`src/rtl/fifo_pkg.sv`:
```
// Shared types and default sizes for the fifo_level FIFO family.
package fifo_pkg;

  typedef enum logic {RD_FWFT, RD_STD} rd_mode_e;

  localparam int DEF_ADDR_WIDTH = 3;
  localparam int DEF_DATA_WIDTH = 8;

endpackage

```
`src/rtl/fifo_level_if.sv`:
```
// Producer/consumer-facing signal bundle of fifo_level; the FIFO itself uses the slave side.
interface fifo_level_if #(
  parameter int ADDR_WIDTH = fifo_pkg::DEF_ADDR_WIDTH,
  parameter int DATA_WIDTH = fifo_pkg::DEF_DATA_WIDTH
);
  logic                  wr;
  logic [DATA_WIDTH-1:0] w_data;
  logic                  rd;
  logic                  err_clr;
  logic [DATA_WIDTH-1:0] r_data;
  logic                  r_valid;
  logic                  full;
  logic                  empty;
  logic                  almost_full;
  logic                  almost_empty;
  logic [ADDR_WIDTH:0]   count;
  logic                  overflow;
  logic                  underflow;

  modport master (
    output wr, w_data, rd, err_clr,
    input  r_data, r_valid, full, empty, almost_full, almost_empty,
           count, overflow, underflow
  );

  modport slave (
    input  wr, w_data, rd, err_clr,
    output r_data, r_valid, full, empty, almost_full, almost_empty,
           count, overflow, underflow
  );
endinterface

```
`src/rtl/fifo_level_ctrl.sv`:
```
// Pointer, occupancy and flag control for fifo_level; all status flags decode from count_q only.
module fifo_level_ctrl #(
  parameter int ADDR_WIDTH = 3,
  parameter int AF_THRESH  = 6,
  parameter int AE_THRESH  = 2
) (
  input  logic                  clk,
  input  logic                  reset,
  input  logic                  wr,
  input  logic                  rd,
  input  logic                  err_clr,
  output logic [ADDR_WIDTH-1:0] w_ptr,
  output logic [ADDR_WIDTH-1:0] r_ptr,
  output logic                  wr_acc,
  output logic                  rd_acc,
  output logic [ADDR_WIDTH:0]   count,
  output logic                  full,
  output logic                  empty,
  output logic                  almost_full,
  output logic                  almost_empty,
  output logic                  overflow,
  output logic                  underflow
);
  localparam int DEPTH = 1 << ADDR_WIDTH;
  localparam logic [ADDR_WIDTH:0] DEPTH_C = (ADDR_WIDTH+1)'(DEPTH);
  localparam logic [ADDR_WIDTH:0] AF_C    = (ADDR_WIDTH+1)'(AF_THRESH);
  localparam logic [ADDR_WIDTH:0] AE_C    = (ADDR_WIDTH+1)'(AE_THRESH);

  if (AF_THRESH < 1 || AF_THRESH > DEPTH) begin : g_bad_af
    $error("fifo_level_ctrl: AF_THRESH %0d outside 1..%0d", AF_THRESH, DEPTH);
  end
  if (AE_THRESH < 0 || AE_THRESH > DEPTH - 1) begin : g_bad_ae
    $error("fifo_level_ctrl: AE_THRESH %0d outside 0..%0d", AE_THRESH, DEPTH - 1);
  end

  logic [ADDR_WIDTH-1:0] w_ptr_q, w_ptr_d, r_ptr_q, r_ptr_d;
  logic [ADDR_WIDTH:0]   count_q, count_d;
  logic                  ovf_q, ovf_d, udf_q, udf_d;

  assign empty        = (count_q == '0);
  assign full         = (count_q == DEPTH_C);
  assign almost_full  = (count_q >= AF_C);
  assign almost_empty = (count_q <= AE_C);

  // A full FIFO still takes a write when a read frees the slot in the same cycle.
  assign rd_acc = rd & ~empty;
  assign wr_acc = wr & (~full | rd_acc);

  always_comb begin
    w_ptr_d = w_ptr_q;
    r_ptr_d = r_ptr_q;
    count_d = count_q;
    ovf_d   = ovf_q;
    udf_d   = udf_q;
    if (wr_acc) w_ptr_d = w_ptr_q + 1'b1;
    if (rd_acc) r_ptr_d = r_ptr_q + 1'b1;
    if (wr_acc && !rd_acc)      count_d = count_q + 1'b1;
    else if (rd_acc && !wr_acc) count_d = count_q - 1'b1;
    if (err_clr) begin
      ovf_d = 1'b0;
      udf_d = 1'b0;
    end
    if (wr && !wr_acc) ovf_d = 1'b1;
    if (rd && !rd_acc) udf_d = 1'b1;
  end

  always_ff @(posedge clk or posedge reset) begin
    if (reset) begin
      w_ptr_q <= '0;
      r_ptr_q <= '0;
      count_q <= '0;
      ovf_q   <= 1'b0;
      udf_q   <= 1'b0;
    end else begin
      w_ptr_q <= w_ptr_d;
      r_ptr_q <= r_ptr_d;
      count_q <= count_d;
      ovf_q   <= ovf_d;
      udf_q   <= udf_d;
    end
  end

  assign w_ptr     = w_ptr_q;
  assign r_ptr     = r_ptr_q;
  assign count     = count_q;
  assign overflow  = ovf_q;
  assign underflow = udf_q;
endmodule

```
`src/rtl/fifo_level.sv`:
```
// Synchronous FIFO with occupancy count, threshold flags, sticky errors and selectable read path.
module fifo_level
  import fifo_pkg::*;
#(
  parameter int       ADDR_WIDTH = DEF_ADDR_WIDTH,
  parameter int       DATA_WIDTH = DEF_DATA_WIDTH,
  parameter int       AF_THRESH  = 6,
  parameter int       AE_THRESH  = 2,
  parameter rd_mode_e READ_MODE  = RD_FWFT
) (
  input logic         clk,
  input logic         reset,
  fifo_level_if.slave bus
);
  localparam int DEPTH = 1 << ADDR_WIDTH;

  logic [DATA_WIDTH-1:0] mem_q [DEPTH];
  logic [ADDR_WIDTH-1:0] w_ptr, r_ptr;
  logic                  wr_acc, rd_acc, empty;

  fifo_level_ctrl #(
    .ADDR_WIDTH(ADDR_WIDTH),
    .AF_THRESH (AF_THRESH),
    .AE_THRESH (AE_THRESH)
  ) u_ctrl (
    .clk         (clk),
    .reset       (reset),
    .wr          (bus.wr),
    .rd          (bus.rd),
    .err_clr     (bus.err_clr),
    .w_ptr       (w_ptr),
    .r_ptr       (r_ptr),
    .wr_acc      (wr_acc),
    .rd_acc      (rd_acc),
    .count       (bus.count),
    .full        (bus.full),
    .empty       (empty),
    .almost_full (bus.almost_full),
    .almost_empty(bus.almost_empty),
    .overflow    (bus.overflow),
    .underflow   (bus.underflow)
  );

  assign bus.empty = empty;

  always_ff @(posedge clk) begin
    if (wr_acc) mem_q[w_ptr] <= bus.w_data;
  end

  if (READ_MODE == RD_STD) begin : g_std
    logic [DATA_WIDTH-1:0] r_data_q, r_data_d;
    logic                  r_valid_q, r_valid_d;

    always_comb begin
      r_data_d  = r_data_q;
      r_valid_d = 1'b0;
      if (rd_acc) begin
        r_data_d  = mem_q[r_ptr];
        r_valid_d = 1'b1;
      end
    end

    always_ff @(posedge clk or posedge reset) begin
      if (reset) begin
        r_data_q  <= '0;
        r_valid_q <= 1'b0;
      end else begin
        r_data_q  <= r_data_d;
        r_valid_q <= r_valid_d;
      end
    end

    assign bus.r_data  = r_data_q;
    assign bus.r_valid = r_valid_q;
  end else begin : g_fwft
    logic unused_rd_acc;
    assign unused_rd_acc = rd_acc;
    // Gate to zero while empty so the output is defined from reset despite unreset storage.
    assign bus.r_data  = empty ? '0 : mem_q[r_ptr];
    assign bus.r_valid = ~empty;
  end
endmodule
```
`src/flat_wrapper.sv`:
```
// flat-port wrapper written by rule: the top's interface ports become plain ports
module fifo_level_flat import fifo_pkg::*;
#(
  parameter int       ADDR_WIDTH = DEF_ADDR_WIDTH,
  parameter int       DATA_WIDTH = DEF_DATA_WIDTH,
  parameter int       AF_THRESH  = 6,
  parameter int       AE_THRESH  = 2,
  parameter rd_mode_e READ_MODE  = RD_FWFT
)
  (clk, reset, bus_wr, bus_w_data, bus_rd, bus_err_clr, bus_r_data, bus_r_valid, bus_full, bus_empty, bus_almost_full, bus_almost_empty, bus_count, bus_overflow, bus_underflow);
  fifo_level_if #(.ADDR_WIDTH(ADDR_WIDTH), .DATA_WIDTH(DATA_WIDTH)) bus_i ();
  input logic clk;
  input logic reset;
  input wire logic [$bits(bus_i.wr)-1:0] bus_wr;
  input wire logic [$bits(bus_i.w_data)-1:0] bus_w_data;
  input wire logic [$bits(bus_i.rd)-1:0] bus_rd;
  input wire logic [$bits(bus_i.err_clr)-1:0] bus_err_clr;
  output wire logic [$bits(bus_i.r_data)-1:0] bus_r_data;
  output wire logic [$bits(bus_i.r_valid)-1:0] bus_r_valid;
  output wire logic [$bits(bus_i.full)-1:0] bus_full;
  output wire logic [$bits(bus_i.empty)-1:0] bus_empty;
  output wire logic [$bits(bus_i.almost_full)-1:0] bus_almost_full;
  output wire logic [$bits(bus_i.almost_empty)-1:0] bus_almost_empty;
  output wire logic [$bits(bus_i.count)-1:0] bus_count;
  output wire logic [$bits(bus_i.overflow)-1:0] bus_overflow;
  output wire logic [$bits(bus_i.underflow)-1:0] bus_underflow;
  assign bus_i.wr = bus_wr;
  assign bus_i.w_data = bus_w_data;
  assign bus_i.rd = bus_rd;
  assign bus_i.err_clr = bus_err_clr;
  assign bus_r_data = bus_i.r_data;
  assign bus_r_valid = bus_i.r_valid;
  assign bus_full = bus_i.full;
  assign bus_empty = bus_i.empty;
  assign bus_almost_full = bus_i.almost_full;
  assign bus_almost_empty = bus_i.almost_empty;
  assign bus_count = bus_i.count;
  assign bus_overflow = bus_i.overflow;
  assign bus_underflow = bus_i.underflow;
  fifo_level #(.ADDR_WIDTH(ADDR_WIDTH), .DATA_WIDTH(DATA_WIDTH), .AF_THRESH(AF_THRESH), .AE_THRESH(AE_THRESH), .READ_MODE(READ_MODE)) u_core (.clk(clk), .reset(reset), .bus(bus_i));
endmodule
```
`config.mk`:
```
export PLATFORM = sky130hd
export DESIGN_NAME = fifo_level_flat
export DESIGN_NICKNAME = d
export VERILOG_FILES = /design/src/rtl/fifo_pkg.sv /design/src/rtl/fifo_level_if.sv /design/src/rtl/fifo_level_ctrl.sv /design/src/rtl/fifo_level.sv /design/src/flat_wrapper.sv
export SDC_FILE = /design/constraint.sdc
export NUM_CORES = 1
export LEC_CHECK = 0
export BUFFER_PORTS_ARGS = -buffer_cell sky130_fd_sc_hd__buf_2
export CAP_MARGIN = 40
export CORE_MARGIN = 1.5
export CORE_UTILIZATION = 45
export CTS_BUF_LIST = sky130_fd_sc_hd__clkbuf_16
export DETAILED_ROUTE_END_ITERATION = 10
export PLACE_DENSITY_LB_ADDON = 0.05
export REMOVE_ABC_BUFFERS = 1
export SYNTH_ARGS = -nofsm -noshare
export SYNTH_HDL_FRONTEND = slang
export SYNTH_SLANG_ARGS = --single-unit
```
`constraint.sdc`:
```
create_clock -name clk -period 6.2 [get_ports clk]
set_input_delay 1.55 -clock clk [delete_from_list [all_inputs] [get_ports clk]]
set_output_delay 1.55 -clock clk [all_outputs]
set_load 0.005 [all_outputs]
```
==> run metrics <==
status completed; cell accounting for the most synthesized area edfxtp_1; post-synthesis adder-cell area fraction 0.02617; DR pass1 iterations 4; Synth cell types 33; layout cell share with drive strength beyond 1 0.3607; highest net fanout along the worst path 8; Routed Antenna Nets 0; sequential share of the synthesized area 0.7042; Slowest-stage cell, CP or4_1; top_reg_cell synth edfxtp_1; Worst path max stage delay roughly 0.66 ns; Setup-failing EPs final 0; Die X between 80 and 90 µm; mapped cell area between 3000 and 4000 µm²; crit path launch type register; CP cell instances or4_1 > inv_1 > nor2_1 > buf_4 > a22o_1 > buf_2; unrepaired setup endpoints after global routing false; Period minus WS final approximately 3.8 ns; largest net degree at the start of global routing 19; # diodes 0; xor/xnor cell area share of the yosys netlist 0.01665; # IOs 32; combinational family with the most area after synthesis multiplexers; Setup crit end kind primary output; via count approximately 1.7k; commonest non-fill, non-tap cells in the layout edfxtp_1 (64), buf_2 (31), mux4_2 (16), dfrtp_1 (12); Rows 30; hold buffers post-CTS 0; Fill cells between 500 and 600; post-cts sizing count 0; Initial Utilization 0.4645; Worst-path clk slew roughly 0.06 ns; worst hold path type reg -> reg; Fmax achieved around 260 MHz; GR Util All Layers 0.1851; Synth Register Bits 76; RR Endpoint u_core.u_ctrl.count[3]$_DFFE_PP0P_; post-CTS setup buffer count 0; first-pass GRT wire length 9722 µm; number of buffers inserted by port buffering 31; CTS Buf Count 9; clk_lat worst skew 0.32 ns; average routed wire per standard cell a little under 20 µm; drc violations 0; Max Used Layer met4; Clock Sinks 76; post-synthesis mux area share 0.1293; Slew HR 0.4714; synth warn 0; wirelength, routed roughly 6000 µm; Worst-Margin Slew between 0.7 and 0.8 ns; commonest non-fill, non-tap cell in the layout edfxtp_1; die height between 80 and 90 µm; synthesized area per cell about 18 µm²; Synth Area in Simple Gates 0.04718; post-DR vias/cell ~5.5; PwrDens roughly 500 nW/µm²; initial antenna violation count 0; largest cells by area after synthesis edfxtp_1 (61%), mux4_2 (11%), dfrtp_1 (9.5%), a22o_1 (2.2%), ha_1 (2.0%); fin nets around 230; H-tree depth 3; Worst Path Buf+Inv 3; clock tree buffer depth 2; met2 wire length 3067 µm; gpl congestion about 0.78; flop2flop setup slack about 3 ns; VDD IR max about 250 µV; worst hold endpoint u_core.u_ctrl.r_ptr[2]$_DFFE_PP0P_; Hold Path Stages 1; die area about 7500 µm²; ys async rst share 0.1579; Synth Area in Compound Gates 0.05194; top-area cell type share of the netlist area 0.6090; Synth Instances between 150 and 200; met1 WL around 2800 µm; setup TNS 0 ns; max-slew violations 0; dpl hpwl between 4000 and 5000 µm; vias in the first global route 1807; Largest delay share family, worst path simple AND/OR/NAND/NOR gates; final hold violations 0; CTS tree built; CP Data Required Time roughly 4.7 ns; Tcrit/Tclk final 0.6185; crit path kind reg -> out; number of flops mapped to enable cells by yosys 64; core area approximately 6800 µm²; Overall Power a little under 2 mW; Max-Cap Viols 0; met3 WL 236 µm; Setup Skew 0.006171 ns; P_leak approximately 1.4 nW; Worst Path Arrival around 2.3 ns; Overflow after GRT 0; Layout Area Growth over Synthesis 21.81%; Hold Path Origin u_core.u_ctrl.r_ptr[2]$_DFFE_PP0P_; reg2reg start u_core.u_ctrl.count[1]$_DFFE_PP0P_; Starting DRT DRC Count about 100; Root Driver clkbuf_16; FF-to-FF path depth 9
## synth_stat cells (3+ instances only)
cell type / n
o211ai_1: 3
clkbuf_1: 3
mux4_2: 16
dfrtp_1: 12
inv_1: 8
xnor2_1: 6
edfxtp_1: 64
buf_2: 5
nor3_1: 5
a22o_1: 8
ha_1: 5
nand3_1: 4
nor2_1: 4
nand2_1: 4
## flip-flops by register name (all words and copies together) (netlist names)
| signal | cells |
|---|---|
| u_core.u_ctrl.r_ptr | 3 |
| u_core.u_ctrl.underflow | 1 |
| u_core.u_ctrl.overflow | 1 |
| u_core.u_ctrl.w_ptr | 3 |
| u_core.u_ctrl.count | 4 |
| u_core.mem_q | 64 |
## where the power goes
part	switching (mW)	internal, mW
logic	0.274	0.331
registers	0.107	0.658
clock network	0.183	0.388
total	0.564	1.38
## layout make-up
class	instances	area [µm²]	area share
timing repair buffer	41	265.3	0.06901
sequential	76	2222	0.5781
multi-input combinational	79	875.8	0.2279
inverter	8	30.03	0.007812
clock inverter	6	105.1	0.02734
clock buffer	9	225.2	0.05859
tap	96	120.1	0.03125
## stage by stage
stage	utilization	instances	hold WS, ns	setup WS, ns	cell area (µm²)
floorplan	-	163	0.4670	2.934	3108
global placement	0.5020	291	0.4859	2.578	3411
detailed placement	0.5160	299	0.4949	2.547	3506
CTS	0.5646	314	0.5058	2.368	3836
global route	0.5657	315	0.5285	2.288	3844
finish	0.5657	315	0.5208	2.365	3844
## worst max path at each step
stage,endpoint,startpoint,cells after the start,slack (ns)
floorplan,bus_r_data[0],u_core.u_ctrl.r_ptr[0]$_DFFE_PP0P_,2,2.93
global placement,bus_r_data[6],u_core.u_ctrl.r_ptr[0]$_DFFE_PP0P_,3,2.58
detailed placement,u_core.u_ctrl.count[3]$_DFFE_PP0P_,bus_rd,9,2.55
CTS,bus_r_data[1],u_core.u_ctrl.count[0]$_DFFE_PP0P_,5,2.37
global route,bus_r_data[1],u_core.u_ctrl.count[1]$_DFFE_PP0P_,6,2.29
finish,bus_r_data[1],u_core.u_ctrl.count[1]$_DFFE_PP0P_,6,2.37
## per-layer routing
| metal | up-vias | GRT usage |
|---|---|---|
| met3 | 7 | 0.05048 |
| met1 | 904 | 0.2482 |
| li1 | 779 | - |
| met5 | - | 0 |
| met2 | 36 | 0.2905 |
| met4 | 0 | 0.07185 |
## logic make-up (layout without fill, tap and decap cells)
family / Yosys count / count (layout)
flip-flops: 76 / 76
AND/OR/NAND/NOR: 27 / 27
AO/OA/AOI/OAI: 20 / 20
multiplexers: 20 / 20
buffers and inverters: 17 / 64
adder cells (fa/ha/maj): 6 / 6
XOR/XNOR: 6 / 6
## worst reg2reg max path: stages, from the launching register on
cell	delay (ns)
dfrtp_1	0.47
or4b_1	0.69
o21ai_4	0.32
inv_1	0.10
ha_1	0.28
inv_1	0.16
ha_1	0.32
or4_1	0.49
nand3_1	0.10
o211ai_1	0.09
(Power assumes the default switching activity.)
